File: config.mk
export PLATFORM = sky130hd
export DESIGN_NAME = rx_stream_arbiter_flat
export DESIGN_NICKNAME = d
export VERILOG_FILES = /design/src/rtl/rx_stream_arbiter_if.sv /design/src/rtl/rx_stream_arbiter.sv /design/src/flat_wrapper.sv
export SDC_FILE = /design/constraint.sdc
export NUM_CORES = 1
export LEC_CHECK = 0
export CAP_MARGIN = 20
export CORE_UTILIZATION = 25
export DETAILED_ROUTE_END_ITERATION = 10
export HOLD_SLACK_MARGIN = 0.02
export PLACE_DENSITY = 0.64
export SETUP_SLACK_MARGIN = 0.4
export SYNTH_ARGS = -nofsm -noshare
export SYNTH_HDL_FRONTEND = slang
export SYNTH_SLANG_ARGS = --single-unit
File: constraint.sdc
create_clock -name aclk -period 2.1 [get_ports aclk]
set_clock_uncertainty 0.15 [all_clocks]
set_input_delay 0.21 -clock aclk [delete_from_list [all_inputs] [get_ports aclk]]
set_output_delay 0.21 -clock aclk [all_outputs]
set_load 0.03 [all_outputs]
File: src/rtl/rx_stream_arbiter_if.sv
// Stream bundle between the per-lane receivers and the DMA-facing port.
// The master modport is the arbiter's view; slave is the surrounding logic's view.
interface rx_stream_arbiter_if #(
    parameter int NUM_CH     = 4,
    parameter int DATA_WIDTH = 32
);
    localparam int CH_W = $clog2(NUM_CH);

    logic [NUM_CH*DATA_WIDTH-1:0] s_tdata;
    logic [NUM_CH-1:0]            s_tvalid;
    logic [NUM_CH-1:0]            s_tready;
    logic [DATA_WIDTH-1:0]        m_tdata;
    logic                         m_tvalid;
    logic                         m_tready;
    logic                         m_tlast;
    logic [CH_W-1:0]              m_tuser;
    logic [DATA_WIDTH/8-1:0]      m_tstrb;

    modport master (
        input  s_tdata, s_tvalid, m_tready,
        output s_tready, m_tdata, m_tvalid, m_tlast, m_tuser, m_tstrb
    );

    modport slave (
        output s_tdata, s_tvalid, m_tready,
        input  s_tready, m_tdata, m_tvalid, m_tlast, m_tuser, m_tstrb
    );
endinterface

File: src/rtl/rx_stream_arbiter.sv
// Round-robin burst arbiter: grants one receiver lane at a time for BURST_LEN
// words, tags each word with its lane and marks the burst end with tlast.
module rx_stream_arbiter #(
    parameter int NUM_CH     = 4,
    parameter int DATA_WIDTH = 32,
    parameter int BURST_LEN  = 16
) (
    input  logic                    aclk,
    input  logic                    areset,
    input  logic [NUM_CH-1:0]       ch_enable,
    rx_stream_arbiter_if.master     strm,
    output logic [15:0]             burst_cnt,
    output logic                    busy
);
    localparam int CH_W  = $clog2(NUM_CH);
    localparam int CNT_W = $clog2(BURST_LEN);

    localparam logic [0:0] IDLE  = 1'b0;
    localparam logic [0:0] BURST = 1'b1;

    logic [0:0]            state;
    logic [CH_W-1:0]       grant;
    logic [CH_W-1:0]       last_grant;
    logic [CNT_W-1:0]      wcnt;

    logic [NUM_CH-1:0]     req;
    logic [CH_W:0]         pick;
    logic [NUM_CH-1:0]     ready;
    logic                  accept;
    logic                  last_word;
    logic [DATA_WIDTH-1:0] grant_data;

    logic [DATA_WIDTH-1:0] data_p0;
    logic [CH_W-1:0]       user_p0;
    logic                  last_p0;
    logic                  vld_p0;

    // Returns {found, index}; walking k downward lets the nearest requester after
    // last win without an early exit from the loop.
    function automatic logic [CH_W:0] rr_pick(
        input logic [NUM_CH-1:0] r,
        input logic [CH_W-1:0]   last
    );
        logic [CH_W:0]   res;
        logic [CH_W-1:0] sel;
        int              idx;
        res = '0;
        for (int k = NUM_CH; k >= 1; k--) begin
            idx = (int'(last) + k) % NUM_CH;
            sel = CH_W'(idx);
            if (r[sel]) begin
                res = {1'b1, sel};
            end
        end
        return res;
    endfunction

    assign req        = strm.s_tvalid & ch_enable;
    assign pick       = rr_pick(req, last_grant);
    assign grant_data = strm.s_tdata[int'(grant)*DATA_WIDTH +: DATA_WIDTH];
    assign last_word  = (wcnt == CNT_W'(BURST_LEN - 1));

    always_comb begin
        ready = '0;
        if (state == BURST) begin
            ready[grant] = ~vld_p0 | strm.m_tready;
        end
    end

    assign accept = |(ready & strm.s_tvalid);

    always_ff @(posedge aclk) begin
        if (areset) begin
            state      <= IDLE;
            grant      <= '0;
            last_grant <= CH_W'(NUM_CH - 1);
            wcnt       <= '0;
        end else begin
            case (state)
                IDLE: begin
                    if (pick[CH_W]) begin
                        state <= BURST;
                        grant <= pick[CH_W-1:0];
                        wcnt  <= '0;
                    end
                end
                default: begin
                    if (accept) begin
                        if (last_word) begin
                            state      <= IDLE;
                            last_grant <= grant;
                            wcnt       <= '0;
                        end else begin
                            wcnt <= wcnt + CNT_W'(1);
                        end
                    end
                end
            endcase
        end
    end

    // ---- stage p0: output register, holds its word while downstream stalls ----
    always_ff @(posedge aclk) begin
        if (areset) begin
            vld_p0  <= 1'b0;
            data_p0 <= '0;
            user_p0 <= '0;
            last_p0 <= 1'b0;
        end else if (accept) begin
            vld_p0  <= 1'b1;
            data_p0 <= grant_data;
            user_p0 <= grant;
            last_p0 <= last_word;
        end else if (vld_p0 && strm.m_tready) begin
            vld_p0 <= 1'b0;
        end
    end

    always_ff @(posedge aclk) begin
        if (areset) begin
            burst_cnt <= '0;
        end else if (vld_p0 && strm.m_tready && last_p0) begin
            burst_cnt <= burst_cnt + 16'd1;
        end
    end

    assign strm.s_tready = ready;
    assign strm.m_tdata  = data_p0;
    assign strm.m_tvalid = vld_p0;
    assign strm.m_tlast  = last_p0;
    assign strm.m_tuser  = user_p0;
    assign strm.m_tstrb  = '1;
    assign busy          = (state == BURST);
endmodule
File: src/flat_wrapper.sv
// flat-port wrapper written by rule: the top's interface ports become plain ports
module rx_stream_arbiter_flat 
#(
    parameter int NUM_CH     = 4,
    parameter int DATA_WIDTH = 32,
    parameter int BURST_LEN  = 16
)
  (aclk, areset, ch_enable, burst_cnt, busy, strm_s_tdata, strm_s_tvalid, strm_m_tready, strm_s_tready, strm_m_tdata, strm_m_tvalid, strm_m_tlast, strm_m_tuser, strm_m_tstrb);
  rx_stream_arbiter_if #(.NUM_CH(NUM_CH), .DATA_WIDTH(DATA_WIDTH)) strm_i ();
  input  logic aclk;
  input  logic areset;
  input  logic [NUM_CH-1:0] ch_enable;
  output logic [15:0] burst_cnt;
  output logic busy;
  input wire logic [$bits(strm_i.s_tdata)-1:0] strm_s_tdata;
  input wire logic [$bits(strm_i.s_tvalid)-1:0] strm_s_tvalid;
  input wire logic [$bits(strm_i.m_tready)-1:0] strm_m_tready;
  output wire logic [$bits(strm_i.s_tready)-1:0] strm_s_tready;
  output wire logic [$bits(strm_i.m_tdata)-1:0] strm_m_tdata;
  output wire logic [$bits(strm_i.m_tvalid)-1:0] strm_m_tvalid;
  output wire logic [$bits(strm_i.m_tlast)-1:0] strm_m_tlast;
  output wire logic [$bits(strm_i.m_tuser)-1:0] strm_m_tuser;
  output wire logic [$bits(strm_i.m_tstrb)-1:0] strm_m_tstrb;
  assign strm_i.s_tdata = strm_s_tdata;
  assign strm_i.s_tvalid = strm_s_tvalid;
  assign strm_i.m_tready = strm_m_tready;
  assign strm_s_tready = strm_i.s_tready;
  assign strm_m_tdata = strm_i.m_tdata;
  assign strm_m_tvalid = strm_i.m_tvalid;
  assign strm_m_tlast = strm_i.m_tlast;
  assign strm_m_tuser = strm_i.m_tuser;
  assign strm_m_tstrb = strm_i.m_tstrb;
  rx_stream_arbiter #(.NUM_CH(NUM_CH), .DATA_WIDTH(DATA_WIDTH), .BURST_LEN(BURST_LEN)) u_core (.aclk(aclk), .areset(areset), .ch_enable(ch_enable), .strm(strm_i), .burst_cnt(burst_cnt), .busy(busy));
endmodule
==> flow_summary.ini, run 1 <==
[outcome]
status = completed

[pwr]
p_int_mw = 2.67
p_per_area_mw_per_mm2 = 610
pwr-share-comb_pct = 26.5
leakage_nw = 2.41
p_switching_mw = 0.988
fin_total_pwr_mw = 3.65
seq_power_share_pct = 34.3
clockPowerShare_pct = 39.2
ir_worst_vdd_mv = 0.339
sw_frac_of_total_pct = 27.0

[worst_setup_path]
crit_chain = mux4_2 > and3_4 > buf_12 > nand4_1 > a31oi_1
reg2reg_slack_ps = 290
end_kind = flip-flop
cpPeakStageDelay_ps = 580
crit_family = multiplexers
crit_type = reg2reg
required_ps = 2130
critPathMaxFanout = 5
cpMaxStageDelayCell = mux4_2
cp_num_buf_inv = 1
crit_arrival_ps = 1830
startpoint_type = flip-flop

[placement]
hpwl_microns = 8460
port_buffers = 195
place_area_sq_mm = 0.00553
globalplace.congestion = 0.782
post-place-ws_ps = 5.74

[final_layout]
final_area_sq_mm = 0.00599
fillers = 1254
syn_to_final_growth_pct = 79.2
drive_gt1_share_pct = 20.6
multi_input_area_sq_mm = 0.00207
fin_nets = 701
regArea_sq_mm = 0.00125
diodes = 0

[hold_path]
hold_path_class = in2reg

[floorplan]
dieArea_sq_mm = 0.0138
rows = 41
io_pins = 200
die_w_microns = 118
die_y_microns = 118
initial_core_util_pct = 26.1
core-area_sq_mm = 0.0128

[clock_network]
insertion_delay_ps = 320
root_buffer = clkbuf_16
cts_buffer_depth = 2
cts_htree_levels = 3
cts_tree = built
clk_pin_slew_ps = 50
clock_sinks = 61
hold_buffers = 0
cts_buffers = 9

[routing]
vias = 3495
drt-wirelength-per-cell_microns = 15.0
firstDrtPassIters = 5
drc_errors = 0
route.antenna.remaining_nets = 0
wl_microns = 11000
drt_iter0_drc = 139
avgViaCountPerCell = 4.75

[yosys]
synthCells = 355
synth.most_common_cell = nand2_1
ys.flop_type = dfxtp_1
async_flop_share_pct = 0
yosysTopAreaCell = dfxtp_1
synth_edf_count = 0
syn_area_sq_mm = 0.00334
synth_common_cells = 74 x nand2_1, 61 x dfxtp_1, 45 x a21oi_1, 33 x mux4_2, 25 x nor2_1
synth-warning-count = 0
ys_seq_area_share_pct = 36.5
syn_area_per_cell_sq_um = 9.42
synth_top_area_share_pct = 36.5
ys_ff_latch = 61
synth.top_cells.by_area = dfxtp_1 37%, mux4_2 22%, nand2_1 8.3%
synth_cell_type_count = 43

[global_route]
grt_usage_pct = 15.5
overflow = 0
antenna_found_initial = 0
grt_pass1_wl_microns = 17200
grt_pass1_vias = 3416
grt_max_degree = 37

[sta]
tightest_slew_ps = 594
setup_ws_ps = 294
final_hold_viol_count = 0
finalSetupViolCount = 0
period_share_pct = 86.0
timing.setup.tns_ps = 0
timing.final.crit_period_ps = 1810
fmax_mhz = 554
max_slew_margin_pct = 60.4
drv_slew = 0
rsz0062_at_grt = yes

[flow_run]
drv_cap = 0
==> worst paths after layout <==
path / start / endpoint / cells past startpoint
worst min-delay path: areset / u_core.burst_cnt[3] / 2
worst max register to register: u_core.grant[0] / u_core.wcnt[3] / 5
worst max-delay path: u_core.grant[0] / u_core.wcnt[3] / 5
worst min register to register: u_core.strm.m_tdata[0] / u_core.strm.m_tdata[0] / 2
==> area by class of cell <==
type / instances / share of cell area (%)
Clock buffer: 10 / 3.82
Sequential cell: 61 / 20.8
Inverter: 2 / 0.125
Clock inverter: 5 / 1.02
Timing Repair Buffer: 221 / 36.1
Tap cell: 172 / 3.59
Multi-Input combinational cell: 265 / 34.5
==> stage by stage <==
stage	hold slack [ps]	utilization [%]	std cells
finish	228	46.7	736
global route	257	46.7	736
CTS	219	45.2	730
detailed placement	300	43.1	713
global placement	292	43.1	713
floorplan	297	-	358
==> state kept, by name (all words and copies together) (netlist names) <==
signal                flops
u_core.strm.m_tlast       1
u_core.grant              2
u_core.strm.m_tdata      32
u_core.busy               1
u_core.wcnt               4
u_core.burst_cnt         16
u_core.strm.m_tvalid      1
u_core.last_grant         2
u_core.strm.m_tuser       2
==> cell usage in the layout, fill, tap and decap left out, types with 2 or more instances in the layout <==
master	count
buf_6	3
nor3_1	4
a21oi_2	4
a31oi_1	2
xnor2_1	4
nand2_4	4
nor2b_1	2
nor2_2	2
or3_1	2
o31ai_1	3
nand3_1	15
mux2i_1	2
buf_12	2
dlymetal6s2s_1	3
nand2_1	70
clkbuf_16	12
dfxtp_1	48
nor4_1	2
conb_1	4
mux4_2	33
buf_4	22
inv_1	2
dlygate4sd2_1	51
or4_1	2
dfxtp_2	9
clkdlybuf4s50_1	136
nor2_1	23
and3_1	5
clkinvlp_4	3
dfxtp_4	4
a21oi_1	41
mux2_2	3
nand4_1	8
xor2_1	7
==> cells by family (layout without fill, tap and decap cells) <==
logic type / after synthesis / count (layout) / share of synthesized area (%)
and+or+nand+nor: 150 / 150 / 20.4
DFF: 61 / 61 / 36.5
xor gates and xnor gates: 11 / 11 / 2.88
adders and majority gates: 2 / 2 / 0.748
AOI/OAI and AO/OA: 60 / 60 / 10.1
other: 1 / 4 / 0.112
muxes: 38 / 38 / 23.8
buffers and inverters: 32 / 238 / 5.35
==> metal layers <==
layer | vias up | wire length (microns) | part of all wire (%) | GRT usage [%]
li1 | 1691 | - | - | -
met1 | 1653 | 4310 | 39 | 17.7
met2 | 142 | 5800 | 53 | 27.7
met3 | 9 | 784 | 7.1 | 4.84
met4 | 0 | 133 | 1.2 | 4.25
met5 | - | 0 | 0 | 0
==> worst reg2reg max path, cell delays in order, from the launching register on <==
cell,delay [ps]
dfxtp_4,370
mux4_2,590
and3_4,260
buf_12,140
nand4_1,80
a31oi_1,80
==> power by group through the flow <==
stage	clock network, mW	registers, mW	logic, mW
6_report	1.43	1.25	0.969
5_1_grt	1.52	1.26	1.04
4_1_cts	1.47	1.25	0.918
3_5_place_dp	0	1.28	0.942
3_3_place_gp	0	1.28	0.930
2_1_floorplan	0	1.37	0.394
==> repair_timing <==
item                       CTS  global route
buffers inserted             2             3
setup endpoints to repair   98            54
pin swaps                    1             5
cloned                       0             3
resized for setup           60            25
(Power assumes the default switching activity.)
==> run 2, diff against run 1 <==
Settings changed: CTS_CLUSTER_SIZE set to 24, SKIP_LAST_GASP set to 1.
==> results of run 2 <==
Final layout, timing and power as in run 1 (identical DEF).
==> run 3, diff against run 2 <==
Settings changed: CTS_CLUSTER_SIZE 24 to 20, HOLD_SLACK_MARGIN 0.02 to unset.
==> results of run 3 <==
Final layout, timing and power as in run 1 (identical DEF).
==> RTL change (config.mk and constraints of run 1) <==
`NUM_CH` is set to 4 in 3 places; all go to 2.
--- a/src/rtl/rx_stream_arbiter_if.sv
+++ b/src/rtl/rx_stream_arbiter_if.sv
@@ -1,7 +1,7 @@
 // Stream bundle between the per-lane receivers and the DMA-facing port.
 // The master modport is the arbiter's view; slave is the surrounding logic's view.
 interface rx_stream_arbiter_if #(
-    parameter int NUM_CH     = 4,
+    parameter int NUM_CH     = 2,
     parameter int DATA_WIDTH = 32
 );
     localparam int CH_W = $clog2(NUM_CH);
--- a/src/rtl/rx_stream_arbiter.sv
+++ b/src/rtl/rx_stream_arbiter.sv
@@ -1,7 +1,7 @@
 // Round-robin burst arbiter: grants one receiver lane at a time for BURST_LEN
 // words, tags each word with its lane and marks the burst end with tlast.
 module rx_stream_arbiter #(
-    parameter int NUM_CH     = 4,
+    parameter int NUM_CH     = 2,
     parameter int DATA_WIDTH = 32,
     parameter int BURST_LEN  = 16
 ) (
--- a/src/flat_wrapper.sv
+++ b/src/flat_wrapper.sv
@@ -1,7 +1,7 @@
 // flat-port wrapper written by rule: the top's interface ports become plain ports
 module rx_stream_arbiter_flat 
 #(
-    parameter int NUM_CH     = 4,
+    parameter int NUM_CH     = 2,
     parameter int DATA_WIDTH = 32,
     parameter int BURST_LEN  = 16
 )
Interface: changed (5 resized); port bits go from 200 to 129. The function was not compared with the original's and may differ.
==> RTL change against run 1 <==
Total power fell by 16%; synthesized cell count fell by 17%; design area fell by 24%; worst setup slack improved by 140 ps; die area fell by 15%; sequential share of layout area rose by 5.1 points; sequential cell count fell by 3; largest power group unchanged; count of clock-buffer cells in the layout did not move; routed wire length fell by 29%; area after synthesis fell by 15%; critical path type is now register to primary output; via count fell by 26%.
==> RTL change: results (changes against run 1) <==
startpoint of the lowest-slack register-to-register path=u_core.grant$_SDFFE_PP0P_; combinational power share=19.9% (-6.6 points); cell family with the largest share of critical-path delay=buffers and inverters; power per cell area=670 nW/um2 (+9.8%); r2r setup slk=470 ps (+180 ps); count of unique library cells instantiated by Yosys=38 (-12%); adder-cell share of the synthesized area=0.882% (+0.13 points); run status=finished, final reports clean; drt pass-1 iters=4 (-1); slowest CP cell=clkdlybuf4s50_1; critical path endpoint=strm_m_tdata[30]; clock power share=41.5% (+2.3 points); maximum ir drop on the vdd rail=0.000359 V (+5.9%); Post-CTS Resized=32 (-47%); buffers inserted during post-CTS setup optimization=0 (-2); launching element of the worst setup path=u_core.strm.m_tdata[30]$_SDFFE_PP0P_; wire length on met1=3480 um (-19%); most common library cells after synthesis=dfxtp_1 (58), nor2_1 (48), mux2i_1 (32), a211oi_2 (30), nand2_1 (14); area fraction in compound gates after synthesis=18.2% (+8.1 points); largest stage delay on the critical path=670 ps (+90 ps); cell types occupying the most area after synthesis=dfxtp_1 (41%), a211oi_2 (13%), mux2i_1 (11%); Tightest Pin Transition=626 ps (+32.0 ps); Max Fanout on Critical Path=2 (-3); switching share of power=26.3% (-0.70 points); end point of the most critical hold path=u_core.burst_cnt[4]$_SDFFE_PP0P_; met2 track demand over resource in global routing=22.6% (-5.2 points); Post-Route Setup TNS=0 ps (unchanged); buffers added on ports=124 (-36%); RD Place Congestion=0.820 (+4.8%); average via count per standard cell=4.60 (-3.2%); Post-Place Cell Area=4220 um2 (-24%); fillcell total=1,099 (-12%); data arrival time of the worst path=1300 ps (-530 ps); logic depth of the worst register-to-register path=4 (-1); worst hold slack after final layout=241 ps (+13.3 ps); mean routed wirelength per cell=14.1 um (-6.2%); capture point of the worst reg-to-reg path=u_core.last_grant$_SDFFE_PP1P_; dpl ws=119 ps (+113 ps); met2 wire len=3630 um (-37%); post-synthesis share of cell area spent on xor and xnor gates=3.40% (+0.51 points); global-route wire length before repair=12,200 um (-29%); sequential area share after synthesis=40.9% (+4.4 points); iteration-0 DRC count of the detailed router=86 (-38%); Total Nets Final=490 (-30%); global routing usage on met3=5.73% (+0.88 points); multiplexer share of the synthesized area=12.6% (-11 points); leakage component of the power=2.03 nW (-16%); vias in the first global route=2,538 (-26%)
-- RTL change: cell types whose count changed in the layout (fill, tap and decap cells not counted), moves of 5 or more --
| cell | change |
|---|---|
| buf_4 | -17 |
| nor2_1 | +25 |
| mux2i_1 | +30 |
| a21oi_1 | -29 |
| nand2_1 | -57 |
| clkdlybuf4s50_1 | -67 |
| mux4_2 | -33 |
| a211oi_2 | +31 |
| nand3_1 | -5 |
| dlygate4sd2_1 | -20 |
| dlymetal6s2s_1 | +18 |
-- RTL change: cell type report --
type                            count  area share (%)
Multi-Input combinational cell    212            33.7
Timing Repair Buffer              133            30.7
Sequential cell                    58            25.9
Clock buffer                       10            5.22
Tap cell                          140            3.83
Clock inverter                      4           0.437
Inverter                            3           0.246
-- RTL change: metrics by stage --
step | std cells | power, mW
floorplan | 298 | 1.55
finish | 560 | 3.07
CTS | 559 | 3.13
global route | 560 | 3.24
detailed placement | 544 | 1.82
global placement | 544 | 1.81
